==> config.mk <==
export PLATFORM = sky130hd
export DESIGN_NAME = map_fwd_ctrl
export DESIGN_NICKNAME = d
export VERILOG_FILES = /design/src/rtl/map_pkg.sv /design/src/rtl/map_addr_gen.sv /design/src/rtl/map_fwd_ctrl.sv
export SDC_FILE = /design/constraint.sdc
export NUM_CORES = 1
export LEC_CHECK = 0
export ABC_CLOCK_PERIOD_IN_PS = 2000
export CAP_MARGIN = 20
export CORE_MARGIN = 4
export CORE_UTILIZATION = 49
export DETAILED_ROUTE_END_ITERATION = 12
export HOLD_SLACK_MARGIN = 0.06
export PLACE_DENSITY = 0.78
export REMOVE_ABC_BUFFERS = 1
export SYNTH_ARGS = -nofsm -noshare
export SYNTH_HDL_FRONTEND = slang
export SYNTH_SLANG_ARGS = --single-unit
==> constraint.sdc <==
create_clock -name clk -period 2 [get_ports clk]
set_input_delay 0.3 -clock clk [delete_from_list [all_inputs] [get_ports clk]]
set_output_delay 0.3 -clock clk [all_outputs]
set_load 0.005 [all_outputs]
==> src/rtl/map_pkg.sv <==
// Shared types and defaults for the MAP forward/backward recursion controllers.
package map_pkg;

  typedef enum logic [3:0] {
    ST_IDLE     = 4'd0,
    ST_CALC     = 4'd1,
    ST_WRITE    = 4'd2,
    ST_CHK      = 4'd3,
    ST_DONE     = 4'd4,
    ST_WAIT_RB  = 4'd5,
    ST_READBACK = 4'd6,
    ST_STOP     = 4'd7
  } map_state_t;

  localparam int MAP_ADDR_W   = 8;
  localparam int MAP_STRIDE   = 8;
  localparam int MAP_RB_START = 68;
  localparam int MAP_RB_END   = 79;

  // Width of a counter running 0..lat-1; never narrower than one bit.
  function automatic int lat_cnt_w(input int lat);
    return (lat < 2) ? 1 : $clog2(lat);
  endfunction

endpackage

==> src/rtl/map_addr_gen.sv <==
// Alpha-SRAM address register with load / increment / hold control.
// With FWD_ADDR_CHK_EN defined, an increment past 2^ADDR_W-1 is refused and flagged on ovf.
module map_addr_gen
  import map_pkg::*;
#(
  parameter int ADDR_W    = MAP_ADDR_W,
  parameter int STRIDE    = MAP_STRIDE,
  parameter int BASE_ADDR = 0
) (
  input  logic              clk,
  input  logic              rst,
  input  logic              load,
  input  logic [ADDR_W-1:0] load_val,
  input  logic              inc,
  output logic [ADDR_W-1:0] addr,
  output logic              ovf
);

  logic [ADDR_W-1:0] addr_reg;
  logic [ADDR_W-1:0] addr_next;

`ifdef FWD_ADDR_CHK_EN
  logic [ADDR_W:0] sum_wide;
  assign sum_wide  = {1'b0, addr_reg} + (ADDR_W+1)'(STRIDE);
  assign addr_next = sum_wide[ADDR_W-1:0];
  assign ovf       = sum_wide[ADDR_W];
`else
  assign addr_next = addr_reg + ADDR_W'(STRIDE);
  assign ovf       = 1'b0;
`endif

  always_ff @(posedge clk) begin
    if (rst) begin
      addr_reg <= ADDR_W'(BASE_ADDR);
    end else if (load) begin
      addr_reg <= load_val;
    end else if (inc && !ovf) begin
      addr_reg <= addr_next;
    end
  end

  assign addr = addr_reg;

endmodule

==> src/rtl/map_fwd_ctrl.sv <==
// Forward (alpha) recursion controller: step sequencing, done pulse and timed readback.
// Optional address-range error exit is compiled in with FWD_ADDR_CHK_EN.
module map_fwd_ctrl
  import map_pkg::*;
#(
  parameter int ADDR_W    = MAP_ADDR_W,
  parameter int STRIDE    = MAP_STRIDE,
  parameter int BASE_ADDR = 0,
  parameter int STEP_W    = 4,
  parameter int CALC_LAT  = 2,
  parameter int CNT_W     = 8,
  parameter int RB_START  = MAP_RB_START,
  parameter int RB_END    = MAP_RB_END
) (
  input  logic              clk,
  input  logic              rst,
  input  logic              start,
  input  logic [STEP_W-1:0] num_steps,
  input  logic [CNT_W-1:0]  count_main,
  output logic              w_r,
  output logic [ADDR_W-1:0] ad_addr,
  output logic              done_fwd,
  output logic              rb_valid,
  output logic              stop,
  output logic              busy,
  output logic              err
);

  localparam int LAT_W        = lat_cnt_w(CALC_LAT);
  localparam bit RB_ONE_CYCLE = (RB_START == RB_END);

  map_state_t        state_reg;
  logic [STEP_W-1:0] nsteps_reg;
  logic [STEP_W-1:0] step_cnt_reg;
  logic [LAT_W-1:0]  lat_cnt_reg;
  logic              w_r_reg;
  logic              done_reg;
  logic              rb_valid_reg;
  logic              stop_reg;
  logic              busy_reg;
  logic              err_reg;

  logic              addr_load;
  logic              addr_inc;
  logic              addr_ovf;
  logic [ADDR_W-1:0] addr_load_val;
  logic              start_ok;
  logic              rb_hit;
  logic              rb_last;

  assign start_ok = start && (state_reg == ST_IDLE || state_reg == ST_STOP);
  assign rb_hit   = (count_main == CNT_W'(RB_START));
  assign rb_last  = RB_ONE_CYCLE || (count_main == CNT_W'(RB_END));

  // Address commands must act on the same edge as the state transition.
  always_comb begin
    addr_load     = 1'b0;
    addr_load_val = ADDR_W'(BASE_ADDR);
    addr_inc      = 1'b0;
    if (start_ok) begin
      addr_load = 1'b1;
    end else if (state_reg == ST_WAIT_RB && rb_hit) begin
      addr_load     = 1'b1;
      addr_load_val = ADDR_W'(BASE_ADDR + STRIDE);
    end else if (state_reg == ST_WRITE || state_reg == ST_READBACK) begin
      addr_inc = 1'b1;
    end
  end

  map_addr_gen #(
    .ADDR_W   (ADDR_W),
    .STRIDE   (STRIDE),
    .BASE_ADDR(BASE_ADDR)
  ) u_addr_gen (
    .clk     (clk),
    .rst     (rst),
    .load    (addr_load),
    .load_val(addr_load_val),
    .inc     (addr_inc),
    .addr    (ad_addr),
    .ovf     (addr_ovf)
  );

  always_ff @(posedge clk) begin
    if (rst) begin
      state_reg    <= ST_IDLE;
      nsteps_reg   <= '0;
      step_cnt_reg <= '0;
      lat_cnt_reg  <= '0;
      w_r_reg      <= 1'b0;
      done_reg     <= 1'b0;
      rb_valid_reg <= 1'b0;
      stop_reg     <= 1'b0;
      busy_reg     <= 1'b0;
      err_reg      <= 1'b0;
    end else begin
      w_r_reg  <= 1'b0;
      done_reg <= 1'b0;
      case (state_reg)
        ST_IDLE, ST_STOP: begin
          if (start) begin
            nsteps_reg   <= num_steps;
            step_cnt_reg <= '0;
            lat_cnt_reg  <= '0;
            busy_reg     <= 1'b1;
            stop_reg     <= 1'b0;
            err_reg      <= 1'b0;
            rb_valid_reg <= 1'b0;
            if (num_steps == '0) begin
              done_reg  <= 1'b1;
              state_reg <= ST_DONE;
            end else begin
              state_reg <= ST_CALC;
            end
          end
        end
        ST_CALC: begin
          if (lat_cnt_reg == LAT_W'(CALC_LAT - 1)) begin
            lat_cnt_reg <= '0;
            state_reg   <= ST_WRITE;
          end else begin
            lat_cnt_reg <= lat_cnt_reg + 1'b1;
          end
        end
        ST_WRITE: begin
          if (addr_ovf) begin
            err_reg   <= 1'b1;
            stop_reg  <= 1'b1;
            busy_reg  <= 1'b0;
            state_reg <= ST_STOP;
          end else begin
            w_r_reg      <= 1'b1;
            step_cnt_reg <= step_cnt_reg + 1'b1;
            state_reg    <= ST_CHK;
          end
        end
        ST_CHK: begin
          if (step_cnt_reg < nsteps_reg) begin
            state_reg <= ST_CALC;
          end else begin
            done_reg  <= 1'b1;
            state_reg <= ST_DONE;
          end
        end
        ST_DONE: state_reg <= ST_WAIT_RB;
        ST_WAIT_RB: begin
          if (rb_hit) begin
            rb_valid_reg <= 1'b1;
            state_reg    <= ST_READBACK;
          end
        end
        ST_READBACK: begin
          if (addr_ovf || rb_last) begin
            err_reg      <= addr_ovf;
            rb_valid_reg <= 1'b0;
            stop_reg     <= 1'b1;
            busy_reg     <= 1'b0;
            state_reg    <= ST_STOP;
          end
        end
        default: state_reg <= ST_IDLE;
      endcase
    end
  end

  assign w_r      = w_r_reg;
  assign done_fwd = done_reg;
  assign rb_valid = rb_valid_reg;
  assign stop     = stop_reg;
  assign busy     = busy_reg;
  assign err      = err_reg;

endmodule

; After elaboration in Yosys (flattened, before gate mapping)
; Cells that the tools add are included.
[word_totals]
output_inout_bits = 14
memories = 0
latch_bits = 0
elab_cells = 80
mem_bits_ro = 0
ff_bits = 27
mem_bits_rw = 0
[classes]
mux = 34
div = 0
eq_ne = 13
shift = 0
n_reduce_logical = 18
addsub = 3
n_bitwise = 0
n_lt_le_gt_ge = 1
mul = 0
[op_table]
columns = operator, n
row1 = one-hot mux 4 bit (7 select lines), 1
row2 = 2-to-1 mux 4 bit, 6
row3 = 2-to-1 mux 8 bit, 3
row4 = == test 4 x 3 -> 1 bit (second input constant), 4
row5 = == test 8 x 7 -> 1 bit (second input constant), 2
row6 = 2-to-1 mux 1 bit, 15
row7 = one-hot mux 1 bit (2 select lines), 5
row8 = adder 8 x 4 -> 8 bit (second input constant), 1
row9 = == test 4 x 2 -> 1 bit (second input constant), 2
row10 = zero test 4 bit, 2
row11 = != test 2 bit (second input constant), 4
row12 = one-hot mux 4 bit (2 select lines), 1
row13 = AND reduction 4 bit, 2
row14 = nonzero test 2 bit, 4
row15 = 2-to-1 mux 3 bit, 2
row16 = AND reduction 2 bit, 3
row17 = adder 4 x 1 -> 4 bit (second input constant), 1
row18 = == test 4 x 1 -> 1 bit (second input constant), 1
row19 = less-than comparator 4 bit, 1
row20 = one-hot mux 1 bit (3 select lines), 1
row21 = AND reduction 3 bit, 1
row22 = nonzero test 3 bit, 1
row23 = logical AND 1 bit, 2
row24 = logical OR 1 bit, 2
row25 = 2 further kinds, 2

; Longest topological paths before layout
; Gate-level depths: netlist of the first run.
[logic_depth]
ltp_word = 7
ltp_mapped = 8
depth_no_buf = 7

; Hierarchy
; A second synthesis of the first run with hierarchy kept.
[hier_totals]
hier_cells = 174
hier_area_um2 = 1457.6
[by_module_without_submodules]
columns = module, area_each_um2, n_inst, seq_area_each_um2, cells_each
row1 = map_fwd_ctrl, 1082.3, 1, 360.3, 134
row2 = map_addr_gen, 375.4, 1, 160.2, 40

; Worst setup path before layout of the first run
; Ideal clock, no wire load.
[synth_path]
kind = register to register
startpoint = register state_reg[0]
endpoint = register stop_reg (netlist: stop)
arrival_ns = 1.536
setup_time_ns = 0.095
stages_incl_launch_ff = 7
path_slack_ns = 0.369
t_required_ns = 1.905
period_less_slack_ns = 1.631
cell_sequence = dfxtp_1 > inv_1 > ha_1 > mux2i_1 > o22ai_2 > a211o_1 > a221oi_1
[synth_via]
elab_chain_cells = 4
[synth_lines]
columns = item, line
row1 = "start, declared", map_fwd_ctrl.sv:32  ; map_state_t state_reg;
row2 = "start signal, assigned", map_fwd_ctrl.sv:86  ; state_reg <= ST_IDLE;
row3 = "start signal, assigned", map_fwd_ctrl.sv:111  ; state_reg <= ST_DONE;
row4 = "start signal, assigned", map_fwd_ctrl.sv:113  ; state_reg <= ST_CALC;
row5 = == test 4 x 3 -> 1 bit / zero test 4 bit (equally long branches), map_fwd_ctrl.sv:99  ; case (state_reg)
row6 = OR reduction 2 bit, map_fwd_ctrl.sv:99
row7 = != test 2 bit (no line) / nonzero test 2 bit (equally long branches), --
row8 = AND reduction 3 bit (no line), --
row9 = "end signal, assigned", map_fwd_ctrl.sv:93  ; stop_reg <= 1'b0;
row10 = "end signal, assigned", map_fwd_ctrl.sv:106  ; stop_reg <= 1'b0;
row11 = "end signal, assigned", map_fwd_ctrl.sv:128  ; stop_reg <= 1'b1;
row12 = "end, declared", map_fwd_ctrl.sv:39  ; logic stop_reg;
; Several ways; a longest one is shown, not always the timed one.
; A chain may end at the register's enable or synchronous reset.

; Worst setup path in the final report of the first run
; Same ends and word-level chain as after synthesis.

==> out/qor.txt, run 1 <==
Initial Util: 0.520
Layout Skew: 0.00551 ns
Final WS setup: 0.121 ns
Sink Count: 22
cell count after synthesis: 153
Synth area leaders: dfxtp_1 (34%), ha_1 (9.6%), a21oi_1 (5.8%)
GR Util All Layers: 0.190
non-filler cells, final: 210
Seq cells post-synth: 22
post-cts gate resize count: 0
Initial DRC Count: 38
GP Congestion: 0.863
diode count: 0
min cycle time layout: 1.88 ns
Met3 Wirelength: 148 um
clock buffer depth: 2
Cell Chain, Critical Path: inv_1 > ha_1 > mux2_2 > and2_1 > buf_4 > a221oi_1
post-synthesis xor/xnor area fraction: 0.0269
CP bufs+invs: 2
final setup vio count: 0
Arr. time, crit path: 2.09 ns
commonest cells after routing, fill and taps aside: clkdlybuf4s50_1 (24), dfxtp_1 (20), nand2_1 (17)
Synth Flop Type: dfxtp_1
post-synthesis compound-gate area fraction: 0.202
Largest register FFs: 5
Initial DRT Pass Iterations: 4
CTS Hold Bufs: 0
Antenna Nets Post-Route: 0
Mapped Avg Cell Area: 8.50 sq um
fmax: 0.532 GHz
Max-cap violations: 0
share of layout cells above drive strength 1: 0.117
EDFF count, synth: 0
largest family of logic cells by synthesized area: simple AND/OR/NAND/NOR gates
CTS Buf Count: 3
hold_sp: nsteps_reg[3]
P&R area growth vs syn: 26.6%
worst vdd ir: 0.751 mV
grt total ovfl: 0
Core Rows: 18
Crit Path Max Fanout: 5
Die Y: 59.5 um
async set-or-reset flop fraction in the synthesized netlist: 0
vias in the first global route: 1,198
Synth Warn #: 0
Vias/cell: 5.80
static leakage: 0.626 nW
first-pass GRT wire length: 5130 um
Worst path top cell family by delay: flip-flops
antenna violations before repair: 0
power density cells: 1120 mW/mm^2
TritonCTS clock tree: yes
mux cell area share after synthesis: 0.0395
area leader, netlist: dfxtp_1
DR WL/cell: 14.4 um
critical path type: register to register
# DRC: 0
cell area after synthesis: 0.00130 sq mm
Switching Fraction: 0.379
internal cell power: 1.15 mW
clock network fraction of total power: 0.193
# Post-CTS Setup Buffers: 0
status: finished, final reports clean
CP endpoint kind: register
Hold Fails Final Rpt: 0
cell count after placement: 206
number of port buffers: 24
overall die width: 59.5 um
Routed WL: 3010 um
DIE AREA: 0.00354 sq mm
post-placement cell area: 0.00158 sq mm
top sig layer: met4
worst reg2reg path startpoint: state_reg[0]
Worst setup SP type: register
simple-gate portion of the synthesized area: 0.234
P_sw: 700 uW
Post-DP HPWL: 2330 um
worst-skew pair later-pin latency: 0.32 ns
Slowest cell on crit path: dfxtp_2
Synth top area share: 0.339
core footprint: 0.00250 sq mm
CP startpoint: state_reg[0]
register area share after synthesis: 0.339
Seq pwr share: 0.320
Root Driver: clkbuf_4
Worst-path clk slew: 0.14 ns
pin count of the biggest net entering global routing: 14
H-tree levels: 1
Setup TNS: 0 ns
Critical Path RT: 2.21 ns
DP Worst Slack: 0.0216 ns
NumNets Final: 206
M1 WL: 1250 um
design area: 0.00165 sq mm
CP max stage delay: 0.38 ns
Met2 Wirelength: 1540 um
Post-Synth Adder-Cell Area: 0.0962
combinational power share: 0.487
I/O Pins: 29
commonest non-fill, non-tap cell in the layout: clkdlybuf4s50_1
RSZ-0062 raised after global routing: false
Final Slew Violations: 0
final worst path period share: 0.939
hold crit path type: register to register
synth unique cells: 44
Vias: 1,218
==> routing by layer <==
layer | GRT usage | vias up
met1 | 0.213 | 560
li1 | - | 591
met3 | 0.0370 | 16
met5 | 0 | -
met2 | 0.340 | 51
met4 | 0.0886 | 0
==> kinds of logic after synthesis <==
kind of cell | after synthesis
buffers and inverters | 16
AO/OA/AOI/OAI | 38
multiplexers | 5
flip-flops | 22
other | 1
AND/OR/NAND/NOR | 57
adder cells (fa/ha/maj) | 10
XOR/XNOR | 4
==> through the flow <==
stage,hold WS [ns],util,power [mW]
2_1_floorplan,0.369,-,1.16
3_3_place_gp,0.446,0.630,1.41
3_5_place_dp,0.448,0.630,1.45
4_1_cts,0.466,0.651,1.81
5_1_grt,0.491,0.658,1.98
6_report,0.466,0.658,1.85
==> area by class of cell <==
cell class	count	area [sq um]
tap	30	37.5
multi-input combinational	118	808
clock buffer	3	22.5
sequential	22	443
timing repair buffer	29	278
clock inverter	1	30.0
inverter	7	26.3
fill	228	855
==> power by group through the flow <==
stage | logic, mW | registers [mW] | clock network (mW)
3_5_place_dp | 0.860 | 0.594 | 0
3_3_place_gp | 0.824 | 0.588 | 0
5_1_grt | 0.993 | 0.609 | 0.377
2_1_floorplan | 0.580 | 0.585 | 0
4_1_cts | 0.866 | 0.585 | 0.358
6_report | 0.898 | 0.591 | 0.357
==> cell usage after synthesis, drive strengths merged, types with 3 or more instances <==
master,instances
inv,7
a21oi,15
nand2b,4
nand4,3
nand2,19
and2,3
nor2,15
o21ai,3
nor3,3
mux2i,4
xor2,3
ha,10
clkbuf,3
a211oi,3
buf,6
dfxtp,22
==> worst paths after layout <==
| kind | slack [ns] | cells after the start | end |
|---|---|---|---|
| setup / recovery | 0.12 | 6 | stop |
| setup reg to reg | 0.12 | 6 | stop |
| hold reg to reg | 0.47 | 2 | nsteps_reg[3] |
| hold / removal | 0.47 | 2 | nsteps_reg[3] |
==> worst min-delay path, delay by kind of cell (launching register included) <==
kind / cells / cell delay [ns]
AND/OR/NAND/NOR: 1 / 0.05
AO/OA/AOI/OAI: 1 / 0.05
flip-flops: 1 / 0.33
No activity file was read; power rests on OpenSTA's default activity.
==> run 2, diff against run 1 <==
PLACE_DENSITY = 0.75   (was 0.78)
==> out/qor.txt, run 2 (same netlist as run 1, synthesis figures left out) <==
final worst path period share: 0.952 (+0.0122)
Worst path top cell family by delay: simple AND/OR/NAND/NOR gates
DR WL/cell: 14.2 um (-1.1%)
I/O Pins: 29 (unchanged)
Worst-path clk slew: 0.12 ns (-0.02 ns)
Hold Fails Final Rpt: 0 (unchanged)
Vias/cell: 5.67 (-2.2%)
CP endpoint kind: register
share of layout cells above drive strength 1: 0.131 (+0.0145)
non-filler cells, final: 213 (+1.4%)
clock buffer depth: 2 (unchanged)
worst r2r dst: state_reg[0]
final setup vio count: 0 (unchanged)
CP bufs+invs: 1 (-1)
Antenna Nets Post-Route: 0 (unchanged)
hold crit path type: register to register
GP Congestion: 0.778 (-9.9%)
Worst setup SP type: primary input
Vias: 1,208 (-0.82%)
grt total ovfl: 0 (unchanged)
Post-DP HPWL: 2300 um (-1.6%)
Initial Util: 0.520 (unchanged)
Arr. time, crit path: 2.12 ns (+0.03 ns)
RSZ-0062 raised after global routing: false
Cell Chain, Critical Path: clkdlybuf4s50_1 > nor4b_2 > a31oi_1 > nor3_4 > nor2_1 > a311oi_2
worst vdd ir: 0.941 mV (+25%)
number of port buffers: 24 (unchanged)
Initial DRT Pass Iterations: 4 (unchanged)
Die Y: 59.5 um (unchanged)
CP Depth: 6 (unchanged)
Slowest cell on crit path: nor4b_2
Reg2Reg Setup Slack: 0.11 ns (about the same)
antenna violations before repair: 0 (unchanged)
headroom to the max-slew limit: 0.671
Max-cap violations: 0 (unchanged)
# fillers: 202 (-11%)
NumNets Final: 209 (+1.5%)
min cycle time layout: 1.90 ns (+0.0244 ns)
GR Util All Layers: 0.182 (-0.00756)
H-tree levels: 1 (unchanged)
Routed WL: 3020 um (+0.30%)
DP Worst Slack: -0.103 ns (-0.124 ns)
CP startpoint: count_main[5]
FF-to-FF path depth: 8 (+2)
Layout Skew: 0.000929 ns (-0.00458 ns)
Setup TNS: 0 ns (unchanged)
Final Slew Violations: 0 (unchanged)
DIE AREA: 0.00354 sq mm (unchanged)
CTS Buf Count: 3 (unchanged)
hold slack: 0.475 ns (+0.00850 ns)
TritonCTS clock tree: yes
power density cells: 1120 mW/mm^2 (-0.24%)
critical path type: primary input to register
Largest register FFs: 5 (unchanged)
first-pass GRT wire length: 5000 um (-2.7%)
cell count after placement: 208 (+0.97%)
commonest non-fill, non-tap cell in the layout: clkdlybuf4s50_1
Final WS setup: 0.0968 ns (-0.0244 ns)
diode count: 0 (unchanged)
Crit Path Max Fanout: 4 (-1)
measured slew at the worst slew-check pin: 0.490 ns
static leakage: 0.642 nW (+2.4%)
CP endpoint: state_reg[0]
vias in the first global route: 1,182 (-1.3%)
Overall Power: 1.86 mW (+0.90%)
overall die width: 59.5 um (unchanged)
Sink Count: 22 (unchanged)
core footprint: 0.00250 sq mm (unchanged)
status: finished, final reports clean
worst reg2reg path startpoint: state_reg[0]
CP max stage delay: 0.45 ns (+0.07 ns)
Root Driver: clkbuf_4
# DRC: 0 (unchanged)
worst-skew pair later-pin latency: 0.31 ns (about the same)
Critical Path RT: 2.22 ns (about the same)
P&R area growth vs syn: 28.0%
Core Rows: 18 (unchanged)
pin count of the biggest net entering global routing: 14 (unchanged)
commonest cells after routing, fill and taps aside: clkdlybuf4s50_1 (24), dfxtp_1 (21), nand2_1 (18)
fmax: 0.525 GHz (-1.3%)
Initial DRC Count: 32 (-16%)
[run 2: cell type report]
| type | instances | area (sq um) | share of cell area |
|---|---|---|---|
| multi-input combinational | 118 | 806 | 0.484 |
| sequential | 22 | 442 | 0.265 |
| timing repair buffer | 32 | 300 | 0.180 |
| tap | 30 | 37.5 | 0.0226 |
| clock inverter | 1 | 30.0 | 0.0180 |
| inverter | 7 | 26.3 | 0.0158 |
| clock buffer | 3 | 22.5 | 0.0135 |
[run 2: what timing repair did]
action	in CTS	in global routing
buffers inserted	0	1
hold buffers	0	0
pin swaps	0	1
gates resized for setup	1	4
setup endpoints to repair	1	8
[run 2: worst min-delay path by stage]
stage	cells after the start	to	slack (ns)	start
6_report	2	nsteps_reg[0]	0.47	nsteps_reg[0]
5_1_grt	2	nsteps_reg[0]	0.50	nsteps_reg[0]
4_1_cts	2	nsteps_reg[0]	0.48	nsteps_reg[0]
3_5_place_dp	2	nsteps_reg[0]	0.46	nsteps_reg[0]
3_3_place_gp	2	nsteps_reg[1]	0.45	nsteps_reg[1]
2_1_floorplan	1	done_fwd	0.37	rst
[run 2: layer usage]
layer  wire length, um  vias up  GRT usage
met5                 0        -          0
met4                86        0     0.0949
met3               177       10     0.0283
met2              1500       43      0.312
met1              1260      563      0.217
li1                  -      592          -
[run 2: report_power, final]
part / internal [mW] / leakage [nW] / switching (mW)
registers: 0.520 / 0.179 / 0.0676
logic: 0.446 / 0.434 / 0.484
clock network: 0.203 / 0.0279 / 0.142
[run 2: through the flow]
| step | utilization | area [sq um] |
|---|---|---|
| floorplan | - | 1260 |
| global placement | 0.636 | 1590 |
| detailed placement | 0.636 | 1590 |
| CTS | 0.659 | 1650 |
| global route | 0.666 | 1660 |
| finish | 0.666 | 1660 |
[run 2: worst register-to-register path, cell delays in order, from the launching register on]
cell and delay, ns:
dfxtp_2 0.38, inv_1 0.08, ha_1 0.22, buf_4 0.15
o21ai_1 0.16, a31oi_1 0.10, nor3_4 0.30, nor2_1 0.11
a311oi_2 0.29
